File: src/rtl/dwt_pkg.sv
// dwt_pkg: definitions shared by the Haar DWT coefficient streamer.
//   COEF_W      - default coefficient width (Q8.8 two's complement)
//   dwt_state_t - streamer FSM states
//   coef_t      - one coefficient word
package dwt_pkg;

   localparam int unsigned COEF_W = 16;

   typedef enum logic [1:0] {
      ST_IDLE,
      ST_STREAM_A,
      ST_STREAM_D
   } dwt_state_t;

   typedef logic [COEF_W-1:0] coef_t;

endpackage

File: src/rtl/dwt_coeff_thresh.sv
// dwt_coeff_thresh: combinational hard threshold for one detail coefficient.
// Ports:
//   coef   - W-bit two's complement coefficient
//   thresh - W-bit unsigned magnitude threshold
//   result - coef, or 0 when |coef| < thresh
// The magnitude is formed in W+1 bits so the most negative value keeps its
// full magnitude; thresh = 0 therefore never zeroes a word.
module dwt_coeff_thresh
   import dwt_pkg::*;
#(
   parameter int unsigned W = COEF_W
) (
   input  logic [W-1:0] coef,
   input  logic [W-1:0] thresh,
   output logic [W-1:0] result
);

   logic [W:0] ext;
   logic [W:0] mag;

   always_comb begin
      ext    = {coef[W-1], coef};
      mag    = coef[W-1] ? -ext : ext;
      result = (mag < {1'b0, thresh}) ? '0 : coef;
   end

endmodule

File: src/rtl/dwt_coeff_streamer.sv
// dwt_coeff_streamer: snapshots the cA/cD vectors of the Haar DWT core on each
// rising edge of done_in and streams them out, one word per valid/ready beat,
// all cA words first then all cD words.
// Optional feature macro: DWT_COEFF_THRESH_EN (hard-threshold cD words by thresh).
// Ports:
//   clk, rst_n   - clock, asynchronous active-low reset
//   done_in      - level done from DWT controller, rising edge = new frame
//   cA_in, cD_in - packed coefficient vectors, word k at [k*W +: W]
//   thresh       - unsigned magnitude threshold (macro builds only)
//   m_valid, m_ready, m_data, m_is_detail, m_idx, m_last - output stream
//   busy         - frame held / streaming
//   overflow     - sticky, a frame was dropped while busy
module dwt_coeff_streamer
   import dwt_pkg::*;
#(
   parameter int unsigned N = 8,
   parameter int unsigned W = COEF_W
) (
   input  logic                   clk,
   input  logic                   rst_n,
   input  logic                   done_in,
   input  logic [W*(N/2)-1:0]     cA_in,
   input  logic [W*(N/2)-1:0]     cD_in,
   input  logic [W-1:0]           thresh,
   output logic                   m_valid,
   input  logic                   m_ready,
   output logic [W-1:0]           m_data,
   output logic                   m_is_detail,
   output logic [$clog2(N/2)-1:0] m_idx,
   output logic                   m_last,
   output logic                   busy,
   output logic                   overflow
);

   localparam int unsigned H  = N / 2;
   localparam int unsigned IW = $clog2(H);

   typedef logic [W-1:0] word_t;

   dwt_state_t      state;
   logic            done_q;
   logic            busy_r;
   word_t           snap_a [H];
   word_t           snap_d [H];

   logic            rise;
   logic            hs;
   logic            accept;
   int unsigned     nxt;
   logic [IW-1:0]   a_sel;
   logic [IW-1:0]   d_sel;
   word_t           a_next;
   word_t           d_raw;
   word_t           d_next;

   // Output registers hold the word being presented, so the next word is
   // looked up ahead of the handshake that advances to it.
   always_comb begin
      rise   = done_in & ~done_q;
      hs     = busy_r & m_ready;
      accept = rise & ((state == ST_IDLE) | (hs & m_last));
      nxt    = 32'(m_idx) + 1;
      a_sel  = (nxt >= H) ? '0 : IW'(nxt);
      d_sel  = (state == ST_STREAM_A) ? '0 : a_sel;
      a_next = snap_a[a_sel];
      d_raw  = snap_d[d_sel];
   end

`ifdef DWT_COEFF_THRESH_EN
   dwt_coeff_thresh #(.W(W)) u_thresh (
      .coef   (d_raw),
      .thresh (thresh),
      .result (d_next)
   );
`else
   logic unused_thresh;
   assign unused_thresh = ^thresh;
   assign d_next        = d_raw;
`endif

   assign m_valid = busy_r;
   assign busy    = busy_r;

   always_ff @(posedge clk or negedge rst_n) begin
      if (!rst_n) begin
         state       <= ST_IDLE;
         done_q      <= 1'b0;
         busy_r      <= 1'b0;
         m_data      <= '0;
         m_is_detail <= 1'b0;
         m_idx       <= '0;
         m_last      <= 1'b0;
         overflow    <= 1'b0;
         for (int unsigned k = 0; k < H; k++) begin
            snap_a[k] <= '0;
            snap_d[k] <= '0;
         end
      end else begin
         done_q <= done_in;
         if (rise && !accept) overflow <= 1'b1;

         if (accept) begin
            // Also taken on the m_last handshake: restart with no idle bubble.
            for (int unsigned k = 0; k < H; k++) begin
               snap_a[k] <= cA_in[k*W +: W];
               snap_d[k] <= cD_in[k*W +: W];
            end
            state       <= ST_STREAM_A;
            busy_r      <= 1'b1;
            m_data      <= cA_in[W-1:0];
            m_is_detail <= 1'b0;
            m_idx       <= '0;
            m_last      <= 1'b0;
         end else if (hs) begin
            case (state)
               ST_STREAM_A: begin
                  if (m_idx == IW'(H-1)) begin
                     state       <= ST_STREAM_D;
                     m_idx       <= '0;
                     m_is_detail <= 1'b1;
                     m_data      <= d_next;
                  end else begin
                     m_idx  <= a_sel;
                     m_data <= a_next;
                  end
               end
               ST_STREAM_D: begin
                  if (m_last) begin
                     state       <= ST_IDLE;
                     busy_r      <= 1'b0;
                     m_last      <= 1'b0;
                     m_is_detail <= 1'b0;
                     m_idx       <= '0;
                     m_data      <= '0;
                  end else begin
                     m_idx  <= a_sel;
                     m_data <= d_next;
                     m_last <= (a_sel == IW'(H-1));
                  end
               end
               default: state <= ST_IDLE;
            endcase
         end
      end
   end

endmodule

File: config.mk
export PLATFORM = sky130hd
export DESIGN_NAME = dwt_coeff_streamer
export DESIGN_NICKNAME = d
export VERILOG_FILES = /design/src/rtl/dwt_pkg.sv /design/src/rtl/dwt_coeff_thresh.sv /design/src/rtl/dwt_coeff_streamer.sv
export SDC_FILE = /design/constraint.sdc
export NUM_CORES = 1
export LEC_CHECK = 0
export BUFFER_PORTS_ARGS = -buffer_cell sky130_fd_sc_hd__buf_2
export CAP_MARGIN = 0
export CORE_MARGIN = 3
export CORE_UTILIZATION = 35
export DETAILED_ROUTE_END_ITERATION = 10
export SLEW_MARGIN = 20
export SYNTH_ARGS = -nofsm -noshare
export SYNTH_HDL_FRONTEND = slang
export SYNTH_SLANG_ARGS = --single-unit
File: constraint.sdc
create_clock -name clk -period 2.2 [get_ports clk]
set_input_delay 0.44 -clock clk [delete_from_list [all_inputs] [get_ports clk]]
set_output_delay 0.44 -clock clk [all_outputs]
set_load 0.01 [all_outputs]
==> results.txt, run 1 <==
----------------------------------------------------
[Outcome]
  Result of the run ... complete, no violations

[Routing]
  Average wire per standard cell ... between 15 and 20 µm
  Total via count after detailed routing ... 6,339
  DRC violation count after routing ... 0
  Post-route antenna net violation count ... 0
  Via/cell ratio ... 4.872
  WL final ... 21.52 mm
  Number of DRC markers after the initial detailed-route iteration ... 452
  Pre-Repair DR Iteration Count ... 4

[Clocking]
  Buffer levels on the longest clock path ... 2
  H-tree lvl count ... 4
  Number of sinks handled by clock tree synthesis ... 153
  Root buffer cell ... sky130_fd_sc_hd__clkbuf_16
  Clock insertion delay at the later pin of the skew report ... about 430 ps
  Clock buffer count from CTS ... 17
  TritonCTS clock tree ... built
  Post-CTS clock slew at the launch and capture registers of the worst setup and hold paths ... 60 ps

[Place]
  Final estimated routing congestion in global placement ... roughly 0.84
  Port Buffer Count ... ~150
  Half-perimeter wire length after placement ... 14.65 mm
  Cell total after placement ... 1,261

[Logic synthesis]
  Async set or reset register ratio after synthesis ... 1.000
  Post-synthesis share of cell area spent on and, or, nand and nor gates ... 0.2819
  Top-area cell type share of the netlist area ... 0.5070
  Flip-flop and latch count after synthesis ... 153
  Dominant cells by area after synthesis ... sky130_fd_sc_hd__dfrtp_1 (51%), sky130_fd_sc_hd__nand2_1 (19%), sky130_fd_sc_hd__mux4_2 (4.5%)
  Sequential element share of the synthesized area ... 0.5070
  Most frequent cell after synthesis ... sky130_fd_sc_hd__nand2_1
  Mux share of post-synthesis cell area ... 0.04606
  Number of cells produced by synthesis ... 840
  Area of the mapped netlist ... around 7600 µm²
  Most frequent cells after synthesis ... sky130_fd_sc_hd__nand2_1 (390), sky130_fd_sc_hd__dfrtp_1 (153), sky130_fd_sc_hd__nor2_1 (34)
  Post-synthesis cell type with the largest combined area ... sky130_fd_sc_hd__dfrtp_1
  Main combinational cell family by area after synthesis ... simple AND/OR/NAND/NOR gates
  Post-synth EDFFs ... 0
  Synthesized-area fraction occupied by xor and xnor cells ... 0
  Dominant synthesized flop cell ... sky130_fd_sc_hd__dfrtp_1
  Synth Net Count ... 990
  Number of warnings reported in the yosys synthesis log ... 0
  Mean Syn Cell Area ... 8.989 µm²
  Unique cell type count in the Yosys netlist ... 47
  Post-synthesis share of cell area spent on full adders, half adders and majority gates ... 0.003314
  Complex-gate fraction of the synthesized area ... 0.1100

[Pwr]
  Proportion of power drawn by combinational gates ... 0.429
  PD cells ... 1452 nW/µm²
  Reg power frac ... 0.353
  Internal ... roughly 9000 µW
  Clock share of power ... 0.218
  Switching part of the total power ... 0.3663
  Worst voltage drop across the vdd grid ... 0.0006705 V
  Switch Pwr ... 5191 µW
  Pleak ... 0.004739 µW

[Final layout]
  Final design utilization ... 0.4628
  Number of standard cells in the layout, taps in and fillers out ... 1,301
  Diode count ... 0
  Layout net count ... 1,163
  Area added between synthesis and finish ... 29.25%
  Ratio of cells with drive above 1 in the final layout ... 0.2934

[Floorplanning]
  Row cnt ... 53
  Core Region ... 21,090 µm²
  Starting Density ... 0.3581
  DIE AREA ... 23,370 µm²
  Number of top-level pins ... 171
  Height of the chip ... between 150 and 200 µm
  Die boundary width ... 152.9 µm

[STA]
  Worst slew slack as a fraction of its limit ... 0.5181
  Minimum clock period ... 2140 ps
  Number of setup violations in the final report ... 0
  Unrepaired setup endpoints after global routing ... yes
  Max Transition Viols Final ... 0
  Final period util ... 0.9725
  Clock Skew ... 15.88 ps
  Maximum clock frequency ... 0.4674 GHz
  Slew at the pin closest to its max-slew limit ... 722.9 ps
  Final Hold Fails ... 0

[Global route]
  Initial antenna violation count ... 1
  Pin count of the biggest net entering global routing ... 102
  Number of global-route vias before repair ... between 6,000 and 7,000
  Wire length of the first global-routing pass ... ~34 mm
  Leftover overflow at the end of global routing ... 0
  Global routing usage summed across all routing layers ... 0.1798

[Worst setup path]
  Critical Path End Type ... flip-flop
  Required time at the endpoint of the critical path ... around 2500 ps
  Path type of the worst setup path ... reg -> reg
  Setup crit start kind ... flip-flop
  Arrival @ worst endpoint ... between 2000 and 2500 ps
  Worst-path maximum fanout ... 33

[Min path]
  Class of the tightest hold or removal check ... in -> reg

[Job]
  Number of violations of the max-capacitance limit ... 0

----------------------------------------------------
==> layout by cell type, fill, tap and decap left out, types with 9 or more instances in the layout <==
master and n:
sky130_fd_sc_hd__nor3b_1 24, sky130_fd_sc_hd__buf_12 12, sky130_fd_sc_hd__nor4b_1 15, sky130_fd_sc_hd__dfrtp_1 153, sky130_fd_sc_hd__a21oi_1 23, sky130_fd_sc_hd__a2111oi_2 10, sky130_fd_sc_hd__nand2_1 390, sky130_fd_sc_hd__nor2_1 34
sky130_fd_sc_hd__o21ai_0 29, sky130_fd_sc_hd__nor3b_2 9, sky130_fd_sc_hd__mux4_2 15, sky130_fd_sc_hd__buf_4 43, sky130_fd_sc_hd__clkbuf_16 20, sky130_fd_sc_hd__buf_2 153, sky130_fd_sc_hd__o211ai_1 15
==> repair_timing <==
| action | in CTS | in global routing |
|---|---|---|
| resized for setup | 1 | 22 |
| setup endpoints to repair | 1 | 16 |
| setup buffers | 0 | 3 |
| gates cloned | 0 | 4 |
| pin swaps | 0 | 6 |
| endpoints found under the hold margin | 40 | 0 |
| hold buffers | 1 | 0 |
==> flip-flops by register name (all words and copies together), names as in the netlist <==
| name | flops |
|---|---|
| m_last | 1 |
| state | 2 |
| snap_d | 64 |
| m_data | 16 |
| busy | 1 |
| m_is_detail | 1 |
| m_idx | 2 |
| snap_a | 64 |
| done_q | 1 |
| overflow | 1 |
==> worst paths after layout <==
| path | start | end | slack, ps | depth (start not counted) |
|---|---|---|---|---|
| min in group asynchronous | rst_n | snap_d[51]$_DFFE_PN0P_ | 550 | 2 |
| max in group asynchronous | rst_n | snap_d[26]$_DFFE_PN0P_ | 980 | 3 |
| hold reg to reg | snap_a[22]$_DFFE_PN0P_ | snap_a[22]$_DFFE_PN0P_ | 470 | 2 |
| setup / recovery | m_idx[0]$_DFFE_PN0P_ | m_data[7]$_DFFE_PN0P_ | 60 | 8 |
| hold / removal | done_in | done_q$_DFF_PN0_ | 160 | 1 |
| setup reg to reg | m_idx[0]$_DFFE_PN0P_ | m_data[7]$_DFFE_PN0P_ | 60 | 8 |
==> through the flow <==
stage	area (µm²)	TNS (ps)	worst slack, ps	power, µW	hold slack, ps
finish	9759	0	60.47	14170	158.4
global route	9759	-77.86	-41.85	15170	154.8
CTS	9483	0	19.06	13730	150.0
detailed placement	8853	0	7.684	10570	447.1
global placement	8853	-54.62	-54.62	10450	441.2
floorplan	7565	0	30.89	8736	144.4
==> area by class of cell <==
cell class | count | area, µm²
multi-input cells | 620 | 3497
flip-flops and latches | 153 | 3829
clock buffers | 21 | 440.4
fillers | 2111 | 11330
clock inverters | 11 | 171.4
inverters | 5 | 18.77
well taps | 275 | 344.1
repair buffers | 216 | 1459
==> logic make-up after synthesis <==
family | Yosys count
simple gates | 491
mux | 16
fa+ha+maj | 2
compound gates | 111
flops | 153
buf+inv | 67
==> power groups by stage <==
stage | combinational, µW | clock, µW | sequential, µW
floorplan | 3920 | 0 | 4820
global placement | 5490 | 0 | 4970
detailed placement | 5580 | 0 | 4990
CTS | 5610 | 3150 | 4970
global route | 6760 | 3260 | 5150
finish | 6080 | 3090 | 5000
==> worst max-delay path, cell delays in order, from the launching register on <==
cell and delay, ps:
sky130_fd_sc_hd__dfrtp_1 420, sky130_fd_sc_hd__ha_4 190, sky130_fd_sc_hd__or2_1 270, sky130_fd_sc_hd__buf_12 190
sky130_fd_sc_hd__a2111oi_2 430, sky130_fd_sc_hd__o41ai_2 150, sky130_fd_sc_hd__buf_4 180, sky130_fd_sc_hd__o211ai_1 80
sky130_fd_sc_hd__a21oi_1 90
==> routing by layer <==
layer	vias to the layer above	global-route usage	wire length [µm]	share of wire
met4	2	0.04031	136	0.0063
met2	148	0.2717	9816	0.46
li1	3147	-	-	-
met1	3032	0.2623	10520	0.49
met5	-	0	13	0.00060
met3	10	0.04615	1031	0.048
Note: power is estimated with default switching activity, not from simulation.
==> run 2, diff against run 1 <==
ABC_AREA = 1   (was not set)
==> run 2 against run 1 <==
Design area down 6.1%. Highest routed layer is now met4. Core utilization is 2.8 points lower. Largest cell class unchanged. Critical path type unchanged. Flip-flop and latch count unchanged. Sequential share of layout area up 2.6 points. First-iteration DRC count grew 14%. Sequential power down 4%.
==> results.txt, run 2 <==
----------------------------------------------------
[Routing]
  Number of DRC markers after the initial detailed-route iteration ... 517 (+14%)
  Via/cell ratio ... 4.570 (-6.2%)
  Post-route antenna net violation count ... 0 (unchanged)
  WL final ... 21.49 mm (-0.17%)
  DRC violation count after routing ... 0 (unchanged)
  Total via count after detailed routing ... 6,526 (+2.9%)
  Pre-Repair DR Iteration Count ... 5 (+1)
  Average wire per standard cell ... 15.05 µm (-9.0%)

[Logic synthesis]
  Number of cells produced by synthesis ... 1,000 (+19%)
  Post-synth EDFFs ... 0 (unchanged)
  Unique cell type count in the Yosys netlist ... 26 (-45%)
  Async set or reset register ratio after synthesis ... 1.000 (unchanged)
  Number of warnings reported in the yosys synthesis log ... 0 (unchanged)
  Top-area cell type share of the netlist area ... 0.5074 (about the same)
  Dominant synthesized flop cell ... sky130_fd_sc_hd__dfrtp_1
  Most frequent cell after synthesis ... sky130_fd_sc_hd__nand2_1
  Most frequent cells after synthesis ... sky130_fd_sc_hd__nand2_1 (432), sky130_fd_sc_hd__dfrtp_1 (153), sky130_fd_sc_hd__nand3_1 (97)
  Flip-flop and latch count after synthesis ... 153 (unchanged)
  Sequential element share of the synthesized area ... 0.5074 (about the same)
  Area of the mapped netlist ... 7546 µm² (about the same)
  Synth Net Count ... 1,150 (+16%)
  Mean Syn Cell Area ... 7.546 µm² (-16%)
  Post-synthesis cell type with the largest combined area ... sky130_fd_sc_hd__dfrtp_1
  Dominant cells by area after synthesis ... sky130_fd_sc_hd__dfrtp_1 (51%), sky130_fd_sc_hd__nand2_1 (21%), sky130_fd_sc_hd__nand3_1 (6.4%)

[Clocking]
  H-tree lvl count ... 4 (unchanged)
  TritonCTS clock tree ... built
  Post-CTS clock slew at the launch and capture registers of the worst setup and hold paths ... 60 ps (about the same)
  Clock insertion delay at the later pin of the skew report ... 420 ps (about the same)
  Post-CTS Setup Inserts ... 0 (unchanged)
  Buffer levels on the longest clock path ... 2 (unchanged)
  Root buffer cell ... sky130_fd_sc_hd__clkbuf_16
  Number of sinks handled by clock tree synthesis ... 153 (unchanged)
  Clock buffer count from CTS ... 17 (unchanged)

[Global route]
  Wire length of the first global-routing pass ... 34.68 mm (+2.7%)
  Initial antenna violation count ... 0 (-1)
  Number of global-route vias before repair ... 6,480 (+4.1%)
  Leftover overflow at the end of global routing ... 0 (unchanged)
  Global routing usage summed across all routing layers ... 0.1853 (+0.005466)
  Pin count of the biggest net entering global routing ... 65 (-36%)

[Worst setup path]
  Arrival @ worst endpoint ... 2290 ps (-150 ps)
  Critical Path End Type ... flip-flop
  Path type of the worst setup path ... reg -> reg
  Worst-path maximum fanout ... 32 (-3.0%)
  Required time at the endpoint of the critical path ... 2510 ps (about the same)
  Setup crit start kind ... flip-flop

[Final layout]
  Area added between synthesis and finish ... 21.42%
  Number of standard cells in the layout, taps in and fillers out ... 1,428 (+9.8%)
  Leading cell types in the layout, fill and taps excluded ... sky130_fd_sc_hd__nand2_1 (432), sky130_fd_sc_hd__dfrtp_1 (153), sky130_fd_sc_hd__buf_2 (153)
  Largest registers ... snap_a: 64 flops, snap_d: 64 flops, m_data: 16 flops
  Layout net count ... 1,290 (+11%)
  Area used by sequential logic in the layout ... 3829 µm² (unchanged)
  Ratio of cells with drive above 1 in the final layout ... 0.1934 (-0.09996)
  Area used by multi-input combinational logic ... 2945 µm² (-16%)
  Diode count ... 0 (unchanged)
  Most common cell after layout, fill and taps aside ... sky130_fd_sc_hd__nand2_1
  Count of filler cells inserted in the layout ... 2,228 (+5.5%)

[STA]
  Maximum clock frequency ... 0.5067 GHz (+8.4%)
  Minimum clock period ... 1974 ps (-165.9 ps)
  Final period util ... 0.8971 (-0.07539)
  Unrepaired setup endpoints after global routing ... no
  Number of setup violations in the final report ... 0 (unchanged)
  Clock Skew ... 8.147 ps (-7.732 ps)
  Setup_tns ... 0 ps (unchanged)
  Final Hold Fails ... 0 (unchanged)
  Slew at the pin closest to its max-slew limit ... 640.8 ps (-82.08 ps)
  Worst slew slack as a fraction of its limit ... 0.5728 (+0.05472)
  Max Transition Viols Final ... 0 (unchanged)

[Floorplanning]
  Height of the chip ... 152.8 µm (about the same)
  DIE AREA ... 23,360 µm² (about the same)
  Starting Density ... 0.3578 (about the same)
  Core Region ... 21,090 µm² (unchanged)
  Row cnt ... 53 (unchanged)
  Number of top-level pins ... 171 (unchanged)
  Die boundary width ... 152.8 µm (about the same)

[Place]
  Half-perimeter wire length after placement ... 15.51 mm (+5.8%)
  Final estimated routing congestion in global placement ... 0.8289 (-1.8%)
  Cell total after placement ... 1,395 (+11%)
  Port Buffer Count ... 154 (unchanged)

[Min path]
  Class of the tightest hold or removal check ... in -> reg

[Pwr]
  Pleak ... 0.004959 µW (+4.6%)
  PD cells ... 1631 nW/µm² (+12%)
  Worst voltage drop across the vdd grid ... 0.0007006 V (+4.5%)

[Job]
  Number of violations of the max-capacitance limit ... 0 (unchanged)

[Outcome]
  Result of the run ... complete, no violations

----------------------------------------------------
## run 2: cell types whose count changed after synthesis, sizes merged, moves of 13 or more
cell and delta:
a2111oi -16, clkbuf -13, inv +94, mux4 -15, nand2 +48, nand3 +93, nor3b -33, nor4b -16
o211ai -14, o21ai +24, o21bai +15, o41ai -15
## run 2: cell type report
cell class,instances,share of cell area
Tap cell,275,0.03755
Clock buffer,19,0.04834
Sequential cell,153,0.4179
Multi-Input combinational cell,682,0.3215
Inverter,109,0.04493
Clock inverter,13,0.01325
Timing Repair Buffer,177,0.1166
## run 2: cells by family (layout without fill, tap and decap cells)
family | after synthesis | after routing | share of synthesized area
AO/OA/AOI/OAI | 107 | 107 | 0.07942
flip-flops | 153 | 153 | 0.5074
AND/OR/NAND/NOR | 573 | 573 | 0.3066
buffers and inverters | 165 | 318 | 0.1033
adder cells (fa/ha/maj) | 2 | 2 | 0.003316
## run 2: timing repair
action                     in CTS  in global routing
gates resized for setup         0                  1
hold buffers                    1                  0
hold endpoints to repair       47                  0
setup endpoints to repair       0                  1
## run 2: where the power goes
| part | switching [µW] | leakage (µW) | internal [µW] |
|---|---|---|---|
| sequential | 615 | 0.00187 | 4200 |
| combinational | 4820 | 0.00282 | 2520 |
| clock | 1190 | 0.000267 | 1590 |
| total | 6630 | 0.00496 | 8320 |
## run 2: worst max-delay path, stage by stage, from the launching register on
cell and delay [ps]:
sky130_fd_sc_hd__dfrtp_1 440, sky130_fd_sc_hd__ha_1 320, sky130_fd_sc_hd__nor2_4 230, sky130_fd_sc_hd__nand2_1 90, sky130_fd_sc_hd__buf_6 210, sky130_fd_sc_hd__nand2_1 80
sky130_fd_sc_hd__nand3_1 140, sky130_fd_sc_hd__nand2_1 140, sky130_fd_sc_hd__nand2_1 60, sky130_fd_sc_hd__nand2_1 80, sky130_fd_sc_hd__a21oi_1 50
## run 2: final timing paths
check,from,end,slack [ps],cells past startpoint
worst max-delay path,m_idx[0]$_DFFE_PN0P_,m_data[8]$_DFFE_PN0P_,230,10
worst min register to register,done_q$_DFF_PN0_,overflow$_DFFE_PN0P_,450,1
worst max register to register,m_idx[0]$_DFFE_PN0P_,m_data[8]$_DFFE_PN0P_,230,10
worst min-delay path,done_in,done_q$_DFF_PN0_,140,1
min in group asynchronous,rst_n,snap_a[8]$_DFFE_PN0P_,540,2
max in group asynchronous,rst_n,snap_a[54]$_DFFE_PN0P_,1030,3
## run 2: per-layer routing
| metal | global-route usage | wire length [µm] | vias up |
|---|---|---|---|
| met3 | 0.03737 | 1234 | 31 |
| met5 | 0 | 0 | - |
| met2 | 0.2872 | 9919 | 202 |
| met1 | 0.2592 | 9748 | 2928 |
| li1 | - | - | 3365 |
| met4 | 0.06619 | 583 | 0 |
## run 2: through the flow
step,utilization,area [µm²],hold slack [ps],setup slack [ps],power (µW)
2_1_floorplan,-,7546,144.4,346.1,9988
3_3_place_gp,0.4071,8584,428.2,219.7,12080
3_5_place_dp,0.4071,8584,427.5,201.9,12200
4_1_cts,0.4343,9159,119.0,188.2,15070
5_1_grt,0.4345,9163,129.0,22.59,16330
6_report,0.4345,9163,135.1,226.3,14950
